--- src/rtl/scanline_feed_arbiter_pkg.sv ---
// Shared video-mixer types: RGB555 pixel, feed FSM states and the frame START marker colour.
// Imported by the arbiter, its interface and the round-robin helper.
package vid_mixer_pkg;

    typedef logic [14:0] rgb15_t;

    typedef enum logic [1:0] {
        IDLE,
        MARKER,
        STREAM
    } feed_state_t;

    localparam rgb15_t cSTART_MARKER_RGB = 15'h0000;

    // One-hot grant vector for a 1-bit source index.
    function automatic logic [1:0] srcOneHot(input logic srcIdx);
        return srcIdx ? 2'b10 : 2'b01;
    endfunction

endpackage

--- src/rtl/scanline_feed_arbiter_if.sv ---
// Pixel-domain bundle between the two renderers, the feed arbiter and the scanline converter.
// master = arbiter view, slave = surrounding environment (renderers + converter).
interface scanline_feed_arbiter_if;
    import vid_mixer_pkg::*;

    logic        iSRC0_REQ;
    logic        iSRC0_VALID;
    rgb15_t      iSRC0_RGB;
    logic        oSRC0_READY;

    logic        iSRC1_REQ;
    logic        iSRC1_VALID;
    rgb15_t      iSRC1_RGB;
    logic        oSRC1_READY;

    logic        oPIX_START;
    rgb15_t      oPIX_RGB;
    logic        oPIX_WRITE;
    logic        iPIX_FULL;

    logic [1:0]  oGRANT;
    logic        oFRAME_DONE;
    logic [15:0] oFRAME_CNT;

    modport master (
        input  iSRC0_REQ, iSRC0_VALID, iSRC0_RGB,
        input  iSRC1_REQ, iSRC1_VALID, iSRC1_RGB,
        input  iPIX_FULL,
        output oSRC0_READY, oSRC1_READY,
        output oPIX_START, oPIX_RGB, oPIX_WRITE,
        output oGRANT, oFRAME_DONE, oFRAME_CNT
    );

    modport slave (
        output iSRC0_REQ, iSRC0_VALID, iSRC0_RGB,
        output iSRC1_REQ, iSRC1_VALID, iSRC1_RGB,
        output iPIX_FULL,
        input  oSRC0_READY, oSRC1_READY,
        input  oPIX_START, oPIX_RGB, oPIX_WRITE,
        input  oGRANT, oFRAME_DONE, oFRAME_CNT
    );

endinterface

--- src/rtl/scanline_feed_arbiter_rr_arb2.sv ---
// Two-way round-robin arbiter, purely combinational; shared by the mixer layers.
// iLAST is the index of the previous winner, which loses a tie.
module rr_arb2 (
    input  logic [1:0] iREQ,
    input  logic       iLAST,
    output logic [1:0] oGRANT
);
    import vid_mixer_pkg::*;

    always_comb begin
        oGRANT = 2'b00;
        unique case (iREQ)
            2'b01:   oGRANT = 2'b01;
            2'b10:   oGRANT = 2'b10;
            2'b11:   oGRANT = srcOneHot(!iLAST);
            default: oGRANT = 2'b00;
        endcase
    end

endmodule

--- src/rtl/scanline_feed_arbiter.sv ---
// Frame-granular arbiter feeding the scanline converter write port from two pixel sources.
// Each granted frame is a START marker followed by exactly pW*pH pixels from one source.
module scanline_feed_arbiter
    import vid_mixer_pkg::*;
#(
    parameter int unsigned pW         = 320,
    parameter int unsigned pH         = 240,
    parameter int unsigned pCNT_WIDTH = 17
) (
    input logic                     iPIX_CLK,
    input logic                     iRESET,
    scanline_feed_arbiter_if.master bus
);

    localparam longint unsigned cPIXELS = 64'(pW) * 64'(pH);
    localparam logic [pCNT_WIDTH-1:0] cLAST_PIX = pCNT_WIDTH'(cPIXELS - 64'd1);

    if (cPIXELS > (64'd1 << pCNT_WIDTH)) begin : gSizeCheck
        $fatal(1, "scanline_feed_arbiter: pW*pH does not fit in pCNT_WIDTH bits");
    end

    feed_state_t           state;
    logic                  lastGrant;
    logic [pCNT_WIDTH-1:0] pixCnt;
    logic [1:0]            arbGrant;

    logic   selValid;
    rgb15_t selRgb;
    logic   transfer;
    logic   lastPix;

    rr_arb2 uArb (
        .iREQ   ({bus.iSRC1_REQ, bus.iSRC0_REQ}),
        .iLAST  (lastGrant),
        .oGRANT (arbGrant)
    );

    // oGRANT is held for the whole frame, so it doubles as the source select.
    always_comb begin
        selValid = bus.oGRANT[1] ? bus.iSRC1_VALID : bus.iSRC0_VALID;
        selRgb   = bus.oGRANT[1] ? bus.iSRC1_RGB   : bus.iSRC0_RGB;
        transfer = (state == STREAM) && selValid && !bus.iPIX_FULL;
        lastPix  = transfer && (pixCnt == cLAST_PIX);
    end

    always_comb begin
        bus.oPIX_WRITE  = 1'b0;
        bus.oPIX_START  = 1'b0;
        bus.oPIX_RGB    = cSTART_MARKER_RGB;
        bus.oSRC0_READY = 1'b0;
        bus.oSRC1_READY = 1'b0;
        bus.oFRAME_DONE = lastPix;
        unique case (state)
            MARKER: begin
                bus.oPIX_START = 1'b1;
                bus.oPIX_WRITE = !bus.iPIX_FULL;
            end
            STREAM: begin
                bus.oPIX_WRITE  = transfer;
                bus.oPIX_RGB    = transfer ? selRgb : cSTART_MARKER_RGB;
                // READY is offered regardless of VALID so sources never deadlock on it.
                bus.oSRC0_READY = bus.oGRANT[0] && !bus.iPIX_FULL;
                bus.oSRC1_READY = bus.oGRANT[1] && !bus.iPIX_FULL;
            end
            default: ;
        endcase
    end

    always_ff @(posedge iPIX_CLK or posedge iRESET) begin
        if (iRESET) begin
            state          <= IDLE;
            lastGrant      <= 1'b1;
            pixCnt         <= '0;
            bus.oGRANT     <= 2'b00;
            bus.oFRAME_CNT <= 16'd0;
        end else begin
            unique case (state)
                IDLE: begin
                    if (|arbGrant) begin
                        bus.oGRANT <= arbGrant;
                        state      <= MARKER;
                    end
                end
                MARKER: begin
                    if (!bus.iPIX_FULL) begin
                        pixCnt <= '0;
                        state  <= STREAM;
                    end
                end
                STREAM: begin
                    if (transfer) begin
                        pixCnt <= pixCnt + pCNT_WIDTH'(1);
                        // Frame committed: REQ changes are ignored until the last pixel.
                        if (lastPix) begin
                            bus.oFRAME_CNT <= bus.oFRAME_CNT + 16'd1;
                            lastGrant      <= bus.oGRANT[1];
                            bus.oGRANT     <= 2'b00;
                            state          <= IDLE;
                        end
                    end
                end
                default: state <= IDLE;
            endcase
        end
    end

endmodule

--- src/flat_wrapper.sv ---
// flat-port wrapper written by rule: the top's interface ports become plain ports
module scanline_feed_arbiter_flat import vid_mixer_pkg::*;
#(
    parameter int unsigned pW         = 320,
    parameter int unsigned pH         = 240,
    parameter int unsigned pCNT_WIDTH = 17
)
  (iPIX_CLK, iRESET, bus_iSRC0_REQ, bus_iSRC0_VALID, bus_iSRC0_RGB, bus_iSRC1_REQ, bus_iSRC1_VALID, bus_iSRC1_RGB, bus_iPIX_FULL, bus_oSRC0_READY, bus_oSRC1_READY, bus_oPIX_START, bus_oPIX_RGB, bus_oPIX_WRITE, bus_oGRANT, bus_oFRAME_DONE, bus_oFRAME_CNT);
  scanline_feed_arbiter_if bus_i ();
  input logic iPIX_CLK;
  input logic iRESET;
  input wire logic [$bits(bus_i.iSRC0_REQ)-1:0] bus_iSRC0_REQ;
  input wire logic [$bits(bus_i.iSRC0_VALID)-1:0] bus_iSRC0_VALID;
  input wire logic [$bits(bus_i.iSRC0_RGB)-1:0] bus_iSRC0_RGB;
  input wire logic [$bits(bus_i.iSRC1_REQ)-1:0] bus_iSRC1_REQ;
  input wire logic [$bits(bus_i.iSRC1_VALID)-1:0] bus_iSRC1_VALID;
  input wire logic [$bits(bus_i.iSRC1_RGB)-1:0] bus_iSRC1_RGB;
  input wire logic [$bits(bus_i.iPIX_FULL)-1:0] bus_iPIX_FULL;
  output wire logic [$bits(bus_i.oSRC0_READY)-1:0] bus_oSRC0_READY;
  output wire logic [$bits(bus_i.oSRC1_READY)-1:0] bus_oSRC1_READY;
  output wire logic [$bits(bus_i.oPIX_START)-1:0] bus_oPIX_START;
  output wire logic [$bits(bus_i.oPIX_RGB)-1:0] bus_oPIX_RGB;
  output wire logic [$bits(bus_i.oPIX_WRITE)-1:0] bus_oPIX_WRITE;
  output wire logic [$bits(bus_i.oGRANT)-1:0] bus_oGRANT;
  output wire logic [$bits(bus_i.oFRAME_DONE)-1:0] bus_oFRAME_DONE;
  output wire logic [$bits(bus_i.oFRAME_CNT)-1:0] bus_oFRAME_CNT;
  assign bus_i.iSRC0_REQ = bus_iSRC0_REQ;
  assign bus_i.iSRC0_VALID = bus_iSRC0_VALID;
  assign bus_i.iSRC0_RGB = bus_iSRC0_RGB;
  assign bus_i.iSRC1_REQ = bus_iSRC1_REQ;
  assign bus_i.iSRC1_VALID = bus_iSRC1_VALID;
  assign bus_i.iSRC1_RGB = bus_iSRC1_RGB;
  assign bus_i.iPIX_FULL = bus_iPIX_FULL;
  assign bus_oSRC0_READY = bus_i.oSRC0_READY;
  assign bus_oSRC1_READY = bus_i.oSRC1_READY;
  assign bus_oPIX_START = bus_i.oPIX_START;
  assign bus_oPIX_RGB = bus_i.oPIX_RGB;
  assign bus_oPIX_WRITE = bus_i.oPIX_WRITE;
  assign bus_oGRANT = bus_i.oGRANT;
  assign bus_oFRAME_DONE = bus_i.oFRAME_DONE;
  assign bus_oFRAME_CNT = bus_i.oFRAME_CNT;
  scanline_feed_arbiter #(.pW(pW), .pH(pH), .pCNT_WIDTH(pCNT_WIDTH)) u_core (.iPIX_CLK(iPIX_CLK), .iRESET(iRESET), .bus(bus_i));
endmodule
--- config.mk ---
export PLATFORM = sky130hd
export DESIGN_NAME = scanline_feed_arbiter_flat
export DESIGN_NICKNAME = d
export VERILOG_FILES = /design/src/rtl/scanline_feed_arbiter_pkg.sv /design/src/rtl/scanline_feed_arbiter_if.sv /design/src/rtl/scanline_feed_arbiter_rr_arb2.sv /design/src/rtl/scanline_feed_arbiter.sv /design/src/flat_wrapper.sv
export SDC_FILE = /design/constraint.sdc
export NUM_CORES = 1
export LEC_CHECK = 0
export BUFFER_PORTS_ARGS = -buffer_cell sky130_fd_sc_hd__buf_4
export CAP_MARGIN = 25
export CORE_MARGIN = 2
export CORE_UTILIZATION = 35
export CTS_BUF_LIST = sky130_fd_sc_hd__clkbuf_8
export DETAILED_ROUTE_END_ITERATION = 16
export GPL_TIMING_DRIVEN = 0
export SLEW_MARGIN = 25
export SYNTH_ARGS = -nofsm -noshare
export SYNTH_HDL_FRONTEND = slang
export SYNTH_HIERARCHICAL = 1
export SYNTH_SLANG_ARGS = --single-unit
--- constraint.sdc ---
create_clock -name iPIX_CLK -period 1.9 [get_ports iPIX_CLK]
set_clock_uncertainty 0.05 [all_clocks]
set_input_delay 0.19 -clock iPIX_CLK [delete_from_list [all_inputs] [get_ports iPIX_CLK]]
set_output_delay 0.19 -clock iPIX_CLK [all_outputs]
set_load 0.03 [all_outputs]
==> results of run 1 <==
[power by group through the flow]
stage	Combinational [uW]	Clock, uW	Sequential, uW
global route	1900	894	909
global placement	1290	0	922
floorplan	925	0	955
CTS	1720	855	898
finish	1790	834	900
detailed placement	1310	0	922
[metal layers]
layer | share of wire | track usage | up-vias
met5 | 0 | 0 | -
met4 | 0.010 | 0.0440 | 0
met3 | 0.052 | 0.0374 | 8
met2 | 0.52 | 0.320 | 70
met1 | 0.42 | 0.219 | 1018
li1 | - | - | 1024
[final cells by class]
| type | count | area [um2] |
|---|---|---|
| Tap cell | 77 | 96.3 |
| Inverter | 6 | 25.0 |
| Buffer | 8 | 88.8 |
| Clock buffer | 5 | 68.8 |
| Multi-Input combinational cell | 180 | 1500 |
| Sequential cell | 38 | 952 |
| Clock inverter | 3 | 68.8 |
| Timing Repair Buffer | 97 | 828 |
| Fill cell | 542 | 2650 |
[layout by cell type (no fill, tap or decap), types with 2 or more instances in the layout]
cell,Yosys,final
sky130_fd_sc_hd__nand3_2,1,3
sky130_fd_sc_hd__xor2_1,11,11
sky130_fd_sc_hd__ha_1,5,2
sky130_fd_sc_hd__nor3_4,1,3
sky130_fd_sc_hd__or3_1,3,2
sky130_fd_sc_hd__buf_6,0,16
sky130_fd_sc_hd__nand2_1,13,11
sky130_fd_sc_hd__nor2_1,33,18
sky130_fd_sc_hd__bufinv_16,0,2
sky130_fd_sc_hd__nand4_1,11,11
sky130_fd_sc_hd__and3_1,8,7
sky130_fd_sc_hd__inv_1,6,2
sky130_fd_sc_hd__and2_1,4,4
sky130_fd_sc_hd__o2bb2ai_1,2,2
sky130_fd_sc_hd__mux2_2,3,2
sky130_fd_sc_hd__xnor2_1,15,15
sky130_fd_sc_hd__clkbuf_8,0,6
sky130_fd_sc_hd__buf_4,0,78
sky130_fd_sc_hd__clkbuf_16,0,3
sky130_fd_sc_hd__nor2_4,0,14
sky130_fd_sc_hd__ha_4,0,2
sky130_fd_sc_hd__nand3_1,14,11
sky130_fd_sc_hd__and4_1,3,2
sky130_fd_sc_hd__nand2_2,0,2
sky130_fd_sc_hd__mux2i_1,19,15
sky130_fd_sc_hd__dfrtp_1,37,37
sky130_fd_sc_hd__buf_2,2,2
sky130_fd_sc_hd__mux2i_2,0,4
sky130_fd_sc_hd__a21oi_1,9,8
sky130_fd_sc_hd__inv_2,0,3
sky130_fd_sc_hd__o21ai_0,3,2
[worst min path at each step]
| stage | start | end | slack, ns | cells past startpoint |
|---|---|---|---|---|
| finish | bus_iSRC1_REQ | u_core/bus.oGRANT[0] | 0.23 | 4 |
| global route | bus_iSRC1_REQ | u_core/bus.oGRANT[0] | 0.25 | 4 |
| CTS | bus_iSRC1_REQ | u_core/bus.oGRANT[0] | 0.23 | 4 |
| detailed placement | iRESET | u_core/bus.oFRAME_CNT[15] | 0.10 | 2 |
| global placement | u_core/bus.oFRAME_CNT[15] | u_core/bus.oFRAME_CNT[15] | 0.41 | 1 |
| floorplan | iRESET | u_core/bus.oFRAME_CNT[0] | 0.33 | 1 |
[repair_timing]
item | CTS | global route
hold endpoints to repair | 11 | 0
setup endpoints to repair | 51 | 51
resized for setup | 51 | 11
pin swaps | 25 | 6
buffers inserted | 18 | 3
hold buffers | 1 | 0
gates cloned | 1 | 0
[worst register-to-register path, stage by stage, from the launching register on]
cell and delay [ns]:
sky130_fd_sc_hd__dfrtp_1 0.40, sky130_fd_sc_hd__inv_2 0.08, sky130_fd_sc_hd__ha_4 0.14, sky130_fd_sc_hd__and2b_2 0.18, sky130_fd_sc_hd__buf_4 0.12, sky130_fd_sc_hd__nand4_1 0.10, sky130_fd_sc_hd__buf_4 0.20, sky130_fd_sc_hd__nor3_4 0.12
sky130_fd_sc_hd__buf_6 0.15, sky130_fd_sc_hd__mux2_4 0.29
[flip-flops by register name, summed over array words and instances (netlist names)]
name	count
u_core/pixCnt	17
u_core/bus.oFRAME_CNT	16
u_core/lastGrant	1
u_core/state	2
u_core/bus.oGRANT	2
[logic make-up (layout without fill, tap and decap cells)]
kind of cell | after synthesis | count (layout) | synth area share
simple gates | 103 | 103 | 0.244
flops | 38 | 38 | 0.423
xor+xnor | 26 | 26 | 0.101
compound gates | 24 | 24 | 0.0800
mux | 22 | 22 | 0.0994
buf+inv | 14 | 119 | 0.0244
fa+ha+maj | 5 | 5 | 0.0278
[per-stage QoR]
stage	cell area, um2	instances
after global routing	3620	414
after detailed placement	3040	383
after floorplan	2370	232
final	3620	414
after CTS	3560	411
after global placement	3020	382
==> results.md, run 1 <==
STA:
- The setup slack after layout is -0.0857 ns.
- The highest clock frequency the design can meet is 0.504 GHz.
- The smallest clock period supported by the final layout is computed as 1.99 ns.
- The worst hold slack is 0.233 ns.
- Setup total negative slack on the finished layout was measured at -1.25 ns.
- For the pin with the worst max-slew slack, the measured transition is 0.452 ns.
- The final number of max-transition violations is 0.
- The number of setup violations in the final report is 24.
- In this run the tightest slew margin relative to its limit is 0.690.
- Of the available clock period, the critical path in the final layout requires 1.05.
- The number of hold-slack violations in the final timing report came to 0.
- Setup repair after global routing could not meet its margin everywhere.

GRT:
- The wire length of the first global-routing pass is 10,400 um.
- After global routing the overflow that remains totals 0.
- The pin count of the biggest net entering global routing is 28.
- In the global route stage, overall resource usage came out at 0.179.
- The number of antenna violations at the first check in global routing came to 0.
- The number of global-route vias before repair is 2,183.

Floorplanning:
- The width of the die is 84.2 um.
- The die height is 84.2 um.
- The number of primary I/O pins is 75.
- The total area inside the core boundary comes to 6280 um2.
- The starting density of the core is 0.359.
- The die covers 7090 um2.
- The floorplan has 29 rows.

Setup path:
- The worst-path cell with the longest stage delay is sky130_fd_sc_hd__dfrtp_1.
- For this run, the slowest stage of the critical path takes 0.40 ns.
- The most critical setup path has its endpoint at bus_oPIX_RGB[9].
- The dominant delay contributor by cell family on the critical path is buffers and inverters.
- STA classifies the critical path endpoint as an output pin.
- The number of gates on the worst path with buffers counted is 8.
- STA classifies the critical path startpoint as a flip-flop.
- Walking the worst path, the cells encountered are inv_2, ha_4, and2b_2, nand2_2, clkbuf_16, clkbuf_16, nor2_4, buf_6.
- The reg-to-reg critical path startpoint is u_core/state[0].
- The most repeated library cell on the critical path is sky130_fd_sc_hd__clkbuf_16.
- The number of buffers and inverters on the critical path is 4.
- Tracing the worst setup path back leads to its startpoint at u_core/state[0].
- In this run the critical register-to-register path is captured at u_core/bus.oFRAME_CNT[1].
- The critical path class is flip-flop to output pin.
- The highest net fanout along the worst path is 8.
- The critical path data arrival time is 1.75 ns.
- For the worst setup path, the data required time is 1.66 ns.
- The number of cells traversed by the worst register-to-register path is 9.
- The register-to-register setup slack is -0.05 ns.

Placement:
- The HPWL reported at the end of detailed placement is 3990 um.
- In this run the tool buffered the top-level ports with 73 buffer cells.
- The worst slack at placement is -0.223 ns.
- At the end of routability-driven placement, the weighted congestion stood at 0.756.

Synth:
- The number of synthesized flops with an enable pin is 0.
- The netlist area before placement is 2250 um2.
- Ranked by total cell area, the synthesized netlist is headed by sky130_fd_sc_hd__dfrtp_1 41%, sky130_fd_sc_hd__mux2i_1 8.4%, sky130_fd_sc_hd__xnor2_1 5.8%.
- In the synthesized netlist, the cells that appear most often are 37 x sky130_fd_sc_hd__dfrtp_1, 33 x sky130_fd_sc_hd__nor2_1, 19 x sky130_fd_sc_hd__mux2i_1.
- The portion of synthesized cell area occupied by the leading cell type is 0.411.
- For this run, asynchronously set or reset flops after synthesis account for 1.00.
- The leading cell type by number of instances after synthesis is sky130_fd_sc_hd__dfrtp_1.
- The average instance in the mapped netlist occupies 9.71 um2.
- For this run, the leading register cell type out of synthesis is sky130_fd_sc_hd__dfrtp_1.
- Yosys mapped the design onto 44 distinct sky130hd cell types.
- The synthesized netlist cell count is 232.
- sky130_fd_sc_hd__dfrtp_1 takes more of the synthesized area than any other cell.
- The Yosys step of the flow raised 6 warnings.
- The share of synthesized area occupied by flip-flops and latches is 0.423.
- The post-synth net total is 274.
- The number of storage elements in the synthesis netlist is 38.

Pwr:
- The power dissipated by switching net loads is 1310 uW.
- The relative contribution of sequential cells to total power is 0.256.
- VDD sags by at most 539 uV.
- Of the total power, the share spent switching nets is 0.372.
- The internal portion of total power is 2210 uW.
- The share of total power dissipated in combinational logic is 0.507.
- The leakage power is 0.00171 uW.
- The share of total power dissipated in the clock network is 0.237.
- The total power consumption of the routed design is 3520 uW.
- The total power divided by cell area is 971 nW/um2.

CTS:
- The clock passes through at most 2 buffers.
- Buffers inserted during clock tree synthesis total 5.
- The number of sinks handled by clock tree synthesis is 38.
- The clock tree root driver cell is sky130_fd_sc_hd__clkbuf_8.
- TritonCTS built the clock tree.
- The later pin in the worst-skew pair is clocked with a latency of 0.29 ns.
- After clock tree synthesis, the clock-pin slew on the worst setup and hold paths is 0.08 ns.
- In this run the number of H-tree levels came out at 2.

Job:
- Max-cap violations in this run came to 0.

Final layout:
- The core occupancy in the finished layout is 0.577.
- The ratio of cells with drive above 1 in the final layout is 0.475.
- The relative area change from synthesis to final layout is 60.9%.
- The number of nets in the finished design is 378.
- 0 antenna diodes ended up in the layout.

Route:
- The final routed DRC violation total is 0.
- Once detail routing completed, the nets flagged for antenna violations numbered 0.
- The total vias in the final route is 2,120.
- The routed wire length is 6050 um.
- The number of DRC violations after detailed-routing iteration 0 is 119.
- The pre-antenna-repair detailed-routing pass consisted of 4 iterations.
- After detailed routing, the average wire length per cell comes to 14.6 um.
- The via density per instance is 5.12.

Min path:
- The class of the most critical hold timing path is input pin to flip-flop.

Status:
- The flow ran to the end, but the final reports show violations.
- The final reports fail on negative setup slack.
(Power assumes the default switching activity.)
==> run 2: changes to the inputs <==
--- a/config.mk
+++ b/config.mk
@@ -12,6 +12,7 @@
 export CTS_BUF_LIST = sky130_fd_sc_hd__clkbuf_8
 export DETAILED_ROUTE_END_ITERATION = 16
 export GPL_TIMING_DRIVEN = 0
+export PLACE_DENSITY_LB_ADDON = 0.05
 export SLEW_MARGIN = 25
 export SYNTH_ARGS = -nofsm -noshare
 export SYNTH_HDL_FRONTEND = slang
==> run 2 against run 1 <==
Against the previous run: the run still ends with negative setup slack left; hold slack gained 0.015 ns; cell count shrank 0.97%; setup slack gained 0.020 ns; sequential share of layout area shrank 0.35 points; clock-buffer cell count is the same; first-iteration DRC count shrank 66%; clock power is essentially flat; highest routed layer unchanged.
==> results.md, run 2 (synthesized netlist as in run 1, its figures left out) <==
Min path:
- The endpoint with the worst hold slack was u_core/bus.oGRANT[0] (unchanged).
- The class of the most critical hold timing path was input pin to flip-flop (unchanged).
- The launch point of the worst hold path is bus_iSRC1_REQ (unchanged).
- The worst hold path depth is 4 (unchanged).

Floorplanning:
- The starting density of the core is 0.359 (unchanged).
- The area of the placeable core is 6280 um2 (unchanged).
- The number of placement rows was 29 (unchanged).
- The number of primary I/O pins was 75 (unchanged).
- The width of the die is 84.2 um (unchanged).
- The die height is 84.2 um (unchanged).
- The full die area is 7090 um2 (unchanged).

Final layout:
- The commonest non-fill, non-tap cell in the layout is sky130_fd_sc_hd__buf_4 (unchanged).
- The relative area change from synthesis to final layout is 63.1% (was 60.9%).
- Commonest cells after routing, fill and taps aside: 68 x sky130_fd_sc_hd__buf_4, 37 x sky130_fd_sc_hd__dfrtp_1, 23 x sky130_fd_sc_hd__buf_6, 17 x sky130_fd_sc_hd__nor2_1, 15 x sky130_fd_sc_hd__nor2_4 (was 78 x sky130_fd_sc_hd__buf_4, 37 x sky130_fd_sc_hd__dfrtp_1, 18 x sky130_fd_sc_hd__nor2_1, 16 x sky130_fd_sc_hd__buf_6).
- The number of fill cells in the layout is 559 (was 542).
- Registers with the most flip-flops: u_core/pixCnt (17), u_core/bus.oFRAME_CNT (16) (unchanged).
- The final antenna diode count is 0 (unchanged).
- The number of flip-flops under the largest register name is 17 (unchanged).
- The register containing the most flip-flops in the final layout was u_core/pixCnt (unchanged).
- The ratio of cells with drive above 1 in the final layout is 0.492 (was 0.475).
- The number of nets in the finished design is 374 (was 378).
- The area occupied by registers is 952 um2 (unchanged).
- The number of standard cells in the layout, taps in and fillers out is 410 (was 414).
- The area of the multi-input gates is 1540 um2 (was 1500 um2).

Setup path:
- The worst reg2reg path endpoint is u_core/bus.oFRAME_CNT[1] (unchanged).
- The worst-path cell with the longest stage delay is sky130_fd_sc_hd__dfrtp_1 (unchanged).
- Sequence of cells on the critical path: inv_2, ha_4, and2b_2, nand2_2, clkbuf_16, clkbuf_16, nor2_4, buf_6 (unchanged).
- The capturing element type of the critical path is an output pin (unchanged).
- The most repeated library cell on the critical path is sky130_fd_sc_hd__clkbuf_16 (unchanged).
- The delay of the slowest critical-path stage is 0.41 ns (was 0.40 ns).
- The number of cells traversed by the worst register-to-register path came to 9 (unchanged).
- The critical path data arrival time came to 1.73 ns (was 1.75 ns).
- The highest net fanout along the worst path is 6 (was 8).
- The dominant delay contributor by cell family on the critical path is buffers and inverters (unchanged).
- The register-to-register setup slack is -0.03 ns (was -0.05 ns).
- The data required time of the worst path is 1.66 ns (about the same).
- The reg-to-reg critical path startpoint was u_core/state[0] (unchanged).
- The critical path class is flip-flop to output pin (unchanged).
- The number of buffers and inverters on the critical path is 4 (unchanged).
- The critical path launch point type is a flip-flop (unchanged).

STA:
- The setup slack after layout came to -0.0661 ns (was -0.0857 ns).
- The highest clock frequency the design can meet is 0.509 GHz (was 0.504 GHz).
- The clock period minus worst slack is 1.97 ns (was 1.99 ns).
- The final critical-path share of the clock period is 1.03 (was 1.05).
- The number of setup violations in the final report is 20 (was 24).
- The worst hold slack is 0.247 ns (was 0.233 ns).
- The number of hold-slack violations in the final timing report is 0 (unchanged).
- The headroom to the max-slew limit is 0.644 (was 0.690).
- Setup repair after global routing missed its margin: yes (unchanged).
- The slew of the pin with the lowest slew margin came to 0.529 ns (was 0.452 ns).
- The final number of max-transition violations is 0 (unchanged).

Pwr:
- The part of the total power dissipated in combinational logic is 0.509 (was 0.507).
- The internal portion of total power came to 2230 uW (was 2210 uW).
- The clock share of power is 0.236 (was 0.237).
- The power dissipated by switching net loads is 1320 uW (was 1310 uW).
- The relative contribution of sequential cells to total power came to 0.256 (about the same).
- The leakage power was 0.00172 uW (was 0.00171 uW).
- The total power consumption of the routed design was 3540 uW (was 3520 uW).
- The worst ir drop on vdd is 548 uV (was 539 uV).
- The fraction of power spent switching nets is 0.372 (about the same).
- The total power divided by cell area was 964 nW/um2 (was 971 nW/um2).

GRT:
- The pin count of the biggest net entering global routing is 27 (was 28).
- The overall global routing resource usage is 0.174 (was 0.179).
- The wire length of the first global-routing pass is 10,000 um (was 10,400 um).
- The number of global-route vias before repair was 2,076 (was 2,183).
- The number of antenna violations at the first check in global routing came to 0 (unchanged).
- The total congestion overflow is 0 (unchanged).

Route:
- The final routed DRC violation total was 0 (unchanged).
- The per-cell routed wire length is 14.4 um (was 14.6 um).
- The number of DRC violations after detailed-routing iteration 0 came to 41 (was 119).
- The first-pass detailed-route iteration total came to 4 (unchanged).
- The total vias in the final route came to 2,035 (was 2,120).
- The routed wire length is 5910 um (was 6050 um).
- The residual antenna-violating net count after detailed routing is 0 (unchanged).
- The via density per instance is 4.96 (was 5.12).

CTS:
- The number of buffers inserted during clock tree synthesis was 5 (unchanged).
- The clock transition time at the flip-flop clock pins of the worst setup and hold paths came to 0.08 ns (about the same).
- The number of sinks handled by clock tree synthesis is 38 (unchanged).
- The depth of the CTS H-tree is 2 (unchanged).
- The clock tree root driver cell is sky130_fd_sc_hd__clkbuf_8 (unchanged).
- The deepest clock path buffer count is 2 (unchanged).
- The worst-skew pair later-pin latency came to 0.29 ns (about the same).
- The CTS tree is yes (unchanged).

Placement:
- The placer congestion estimate was 0.776 (was 0.756).
- The worst slack at placement is -0.231 ns (was -0.223 ns).
- The cell count after placement is 383 (unchanged).
- The number of I/O port buffers came to 73 (unchanged).
- The HPWL reported at the end of detailed placement is 4120 um (was 3990 um).

Status:
- Violated checks: negative setup slack (unchanged).
- Run status: complete, but fails checks (unchanged).

Job:
- The total of max-cap violations came to 0 (unchanged).
==> run 2: worst max-delay path by stage <==
stage	startpoint	to	slack, ns	cells past startpoint
after floorplan	u_core/state[1]	u_core/pixCnt[13]	-0.005	7
after global placement	u_core/pixCnt[12]	u_core/lastGrant	-0.22	4
after detailed placement	u_core/state[0]	u_core/lastGrant	-0.23	6
after CTS	u_core/state[0]	bus_oPIX_RGB[10]	-0.07	8
after global routing	u_core/bus.oGRANT[1]	bus_oPIX_RGB[9]	-0.14	5
final	u_core/state[0]	bus_oPIX_RGB[7]	-0.07	8
==> run 2: worst min-delay path: stages <==
cell and delay (ns):
sky130_fd_sc_hd__buf_4 0.08, sky130_fd_sc_hd__a21boi_1 0.07, sky130_fd_sc_hd__mux2i_1 0.13, sky130_fd_sc_hd__o2bb2ai_1 0.08
==> run 2: repair_timing <==
action                     4_1_cts  5_1_grt
cloned                           1        0
hold buffers                     1        0
gates resized for setup         53       27
setup endpoints to repair       51       51
pin swaps                       17       26
buffers inserted                14        4
hold endpoints to repair        12        0
==> run 2: layout make-up <==
| cell class | instances | area share |
|---|---|---|
| multi-input combinational | 180 | 0.420 |
| sequential | 38 | 0.259 |
| timing repair buffer | 94 | 0.226 |
| tap | 77 | 0.0262 |
| buffer | 7 | 0.0238 |
| clock buffer | 5 | 0.0187 |
| clock inverter | 3 | 0.0187 |
| inverter | 6 | 0.00681 |
==> run 2: power by group through the flow <==
stage                     Sequential (uW)  Combinational [uW]  Clock (uW)
final                                 905                1800         836
after global routing                  910                1930         889
after CTS                             906                1650         863
after detailed placement              921                1310           0
after global placement                923                1310           0
after floorplan                       955                 925           0
==> run 2: metrics by stage <==
| stage | instance area [um2] | utilization | TNS, ns |
|---|---|---|---|
| 4_1_cts | 3540 | 0.563 | -0.706 |
| 3_5_place_dp | 3040 | 0.484 | -5.71 |
| 5_1_grt | 3670 | 0.585 | -3.36 |
| 3_3_place_gp | 3020 | 0.481 | -5.82 |
| 6_report | 3670 | 0.585 | -0.797 |
| 2_1_floorplan | 2370 | - | -0.0107 |
==> run 2: metal layers <==
| layer | up-vias | share of wire | wire length, um | track usage |
|---|---|---|---|---|
| li1 | 1016 | - | - | - |
| met1 | 967 | 0.44 | 2590 | 0.217 |
| met2 | 45 | 0.51 | 2990 | 0.305 |
| met3 | 7 | 0.044 | 258 | 0.0423 |
| met4 | 0 | 0.010 | 61 | 0.0396 |
| met5 | - | 0 | 0 | 0 |
==> run 3: changes to the inputs <==
--- a/config.mk
+++ b/config.mk
@@ -8,7 +8,7 @@
 export BUFFER_PORTS_ARGS = -buffer_cell sky130_fd_sc_hd__buf_4
 export CAP_MARGIN = 25
 export CORE_MARGIN = 2
-export CORE_UTILIZATION = 35
+export CORE_UTILIZATION = 47
 export CTS_BUF_LIST = sky130_fd_sc_hd__clkbuf_8
 export DETAILED_ROUTE_END_ITERATION = 16
 export GPL_TIMING_DRIVEN = 0
==> run 3 against run 2 <==
Against the previous run: the flow still finishes with violations (negative setup slack); sequential cell count stayed put; core utilization is 18 points higher; sequential share of layout area is 0.80 points higher; first-iteration DRC count grew to 2.5 times the previous value; setup slack got worse by 0.027 ns; clock-buffer cell count is the same; combinational power decreased by 4%; power down 1.9%; non-clock buffer count fell by 2; final area shrank 2.9%; register-to-register slack worse by 0.06 ns; wire length increased by 4.8%; largest cell class unchanged; highest routed layer unchanged.
==> results.md, run 3 (synthesized netlist as in run 1, its figures left out) <==
GRT:
- The pin count of the biggest net entering global routing came to 27 (unchanged).
- The number of global-route vias before repair is 2,103 (was 2,076).
- The total congestion overflow is 0 (unchanged).
- The number of antenna violations at the first check in global routing was 0 (unchanged).
- The overall global routing resource usage is 0.242 (was 0.174).
- The wire length of the first global-routing pass came to 10,000 um (about the same).

Setup path:
- The critical path data arrival time is 2.12 ns (was 1.73 ns).
- The startpoint of the worst setup timing path was u_core/state[0] (unchanged).
- The worst reg2reg path endpoint is u_core/bus.oFRAME_CNT[11] (was u_core/bus.oFRAME_CNT[1]).
- The reg-to-reg critical path startpoint is u_core/state[0] (unchanged).
- The critical path launch point type is a flip-flop (unchanged).
- The data required time of the worst path is 2.03 ns (was 1.66 ns).
- The register-to-register setup slack is -0.09 ns (was -0.03 ns).
- The highest net fanout along the worst path came to 5 (was 6).
- The endpoint of the most critical setup path is u_core/bus.oFRAME_CNT[11] (was bus_oPIX_RGB[7]).
- The critical path class is flip-flop to flip-flop (was flip-flop to output pin).
- The number of cells traversed by the worst register-to-register path was 9 (unchanged).
- The capturing element type of the critical path is a flip-flop (was output pin).

Route:
- The total vias in the final route was 2,069 (was 2,035).
- The routed wire length is 6190 um (was 5910 um).
- The via density per instance is 5.37 (was 4.96).
- The first-pass detailed-route iteration total is 4 (unchanged).
- The number of DRC violations after detailed-routing iteration 0 is 103 (was 41).
- The final routed DRC violation total is 0 (unchanged).
- The residual antenna-violating net count after detailed routing came to 0 (unchanged).
- The per-cell routed wire length is 16.1 um (was 14.4 um).

STA:
- The final number of max-transition violations is 0 (unchanged).
- The highest clock frequency the design can meet came to 0.502 GHz (was 0.509 GHz).
- Setup repair after global routing missed its margin: yes (unchanged).
- The number of setup violations in the final report is 22 (was 20).
- The clock period minus worst slack was 1.99 ns (was 1.97 ns).
- The setup slack after layout came to -0.0930 ns (was -0.0661 ns).
- The sum of negative setup slack is -1.25 ns (was -0.797 ns).
- The number of hold-slack violations in the final timing report is 0 (unchanged).
- The headroom to the max-slew limit is 0.690 (was 0.644).
- The final critical-path share of the clock period is 1.05 (was 1.03).
- The worst hold slack is 0.283 ns (was 0.247 ns).
- The slew of the pin with the lowest slew margin is 0.452 ns (was 0.529 ns).

Final layout:
- The register containing the most flip-flops in the final layout is u_core/pixCnt (unchanged).
- The commonest non-fill, non-tap cell in the layout is sky130_fd_sc_hd__buf_4 (unchanged).
- The number of nets in the finished design came to 372 (was 374).
- The relative area change from synthesis to final layout is 58.4% (was 63.1%).
- The number of fill cells in the layout is 315 (was 559).
- Commonest cells after routing, fill and taps aside: 67 x sky130_fd_sc_hd__buf_4, 36 x sky130_fd_sc_hd__dfrtp_1, 22 x sky130_fd_sc_hd__buf_6, 19 x sky130_fd_sc_hd__nor2_1, 16 x sky130_fd_sc_hd__mux2i_1 (was 68 x sky130_fd_sc_hd__buf_4, 37 x sky130_fd_sc_hd__dfrtp_1, 23 x sky130_fd_sc_hd__buf_6, 17 x sky130_fd_sc_hd__nor2_1, 15 x sky130_fd_sc_hd__nor2_4).
- The number of flip-flops under the largest register name is 17 (unchanged).
- The ratio of cells with drive above 1 in the final layout is 0.477 (was 0.492).
- Registers with the most flip-flops: u_core/pixCnt (17), u_core/bus.oFRAME_CNT (16) (unchanged).
- The final antenna diode count is 0 (unchanged).

Min path:
- The class of the most critical hold timing path is input pin to flip-flop (unchanged).
- The worst hold path depth is 4 (unchanged).

CTS:
- The number of buffers inserted during clock tree synthesis was 5 (unchanged).
- The deepest clock path buffer count came to 2 (unchanged).
- The clock transition time at the flip-flop clock pins of the worst setup and hold paths was 0.08 ns (about the same).
- The number of sinks handled by clock tree synthesis is 38 (unchanged).
- The clock tree root driver cell is sky130_fd_sc_hd__clkbuf_8 (unchanged).
- The CTS tree is yes (unchanged).
- The depth of the CTS H-tree is 2 (unchanged).
- The worst-skew pair later-pin latency came to 0.29 ns (about the same).

Floorplanning:
- The die height is 73.2 um (was 84.2 um).
- The width of the die was 73.2 um (was 84.2 um).
- The area of the placeable core is 4660 um2 (was 6280 um2).
- The full die area is 5360 um2 (was 7090 um2).
- The number of primary I/O pins is 75 (unchanged).
- The starting density of the core is 0.483 (was 0.359).
- The number of placement rows is 25 (was 29).

Pwr:
- The leakage power is 0.00170 uW (was 0.00172 uW).
- The worst ir drop on vdd came to 492 uV (was 548 uV).
- The total power consumption of the routed design came to 3480 uW (was 3540 uW).
- The total power divided by cell area was 974 nW/um2 (was 964 nW/um2).

Placement:
- The placer congestion estimate came to 0.831 (was 0.776).
- The HPWL reported at the end of detailed placement is 4180 um (was 4120 um).
- The number of I/O port buffers is 73 (unchanged).

Status:
- Violated checks: negative setup slack (unchanged).
- Run status: complete, but fails checks (unchanged).

Job:
- The total of max-cap violations is 0 (unchanged).
==> run 3: area by class of cell <==
cell class | instances | area (um2) | area share
Clock inverter | 3 | 68.8 | 0.0193
Multi-Input combinational cell | 180 | 1510 | 0.423
Timing Repair Buffer | 92 | 815 | 0.228
Clock buffer | 5 | 68.8 | 0.0193
Inverter | 6 | 25.0 | 0.00701
Tap cell | 54 | 67.6 | 0.0189
Buffer | 7 | 61.3 | 0.0172
Sequential cell | 38 | 953 | 0.267
==> run 3: per-layer routing <==
metal / global-route usage / vias to the layer above / wire length [um]
met1: 0.283 / 986 / 2480
met2: 0.426 / 58 / 3340
met4: 0.0988 / 0 / 144
met5: 0 / - / 0
met3: 0.0525 / 16 / 231
li1: - / 1009 / -
==> run 3: how the worst min path moves through the flow <==
stage                         startpoint                         to  slack (ns)
2_1_floorplan                     iRESET   u_core/bus.oFRAME_CNT[0]        0.33
3_3_place_gp   u_core/bus.oFRAME_CNT[15]  u_core/bus.oFRAME_CNT[15]        0.42
3_5_place_dp                      iRESET       u_core/bus.oGRANT[0]        0.12
4_1_cts                    bus_iSRC1_REQ       u_core/bus.oGRANT[0]        0.27
5_1_grt                    bus_iSRC1_REQ       u_core/bus.oGRANT[0]        0.30
6_report                   bus_iSRC1_REQ       u_core/bus.oGRANT[0]        0.28
==> run 3: repair_timing <==
action / in CTS / in global routing
buffers inserted: 13 / 3
hold endpoints to repair: 11 / 0
endpoints found under the setup margin: 51 / 51
pin swaps: 20 / 16
cloned: 1 / 0
gates resized for setup: 45 / 22
hold buffers: 1 / 0
==> run 3: through the flow <==
| stage | setup slack (ns) | area, um2 | utilization | cells |
|---|---|---|---|---|
| after global routing | -0.149 | 3570 | 0.766 | 385 |
| after global placement | -0.195 | 2990 | 0.641 | 359 |
| after detailed placement | -0.205 | 3010 | 0.646 | 360 |
| after CTS | -0.0516 | 3470 | 0.744 | 383 |
| final | -0.0930 | 3570 | 0.766 | 385 |
| after floorplan | -0.00534 | 2370 | - | 232 |
==> run 3: power by group <==
part	internal (uW)	leakage, uW	total (uW)	switching [uW]
registers	858	0.000520	912	54.0
clock network	526	0.0000683	839	313
logic	783	0.00111	1730	942
==> run 3: critical path, cell delays in order (launching register included) <==
cell and delay (ns):
sky130_fd_sc_hd__dfrtp_1 0.41, sky130_fd_sc_hd__inv_2 0.10, sky130_fd_sc_hd__ha_4 0.14, sky130_fd_sc_hd__and2b_2 0.17
sky130_fd_sc_hd__buf_6 0.11, sky130_fd_sc_hd__nand4_1 0.10, sky130_fd_sc_hd__buf_6 0.17, sky130_fd_sc_hd__nor3_4 0.29
sky130_fd_sc_hd__nand3_2 0.16, sky130_fd_sc_hd__xnor2_2 0.17
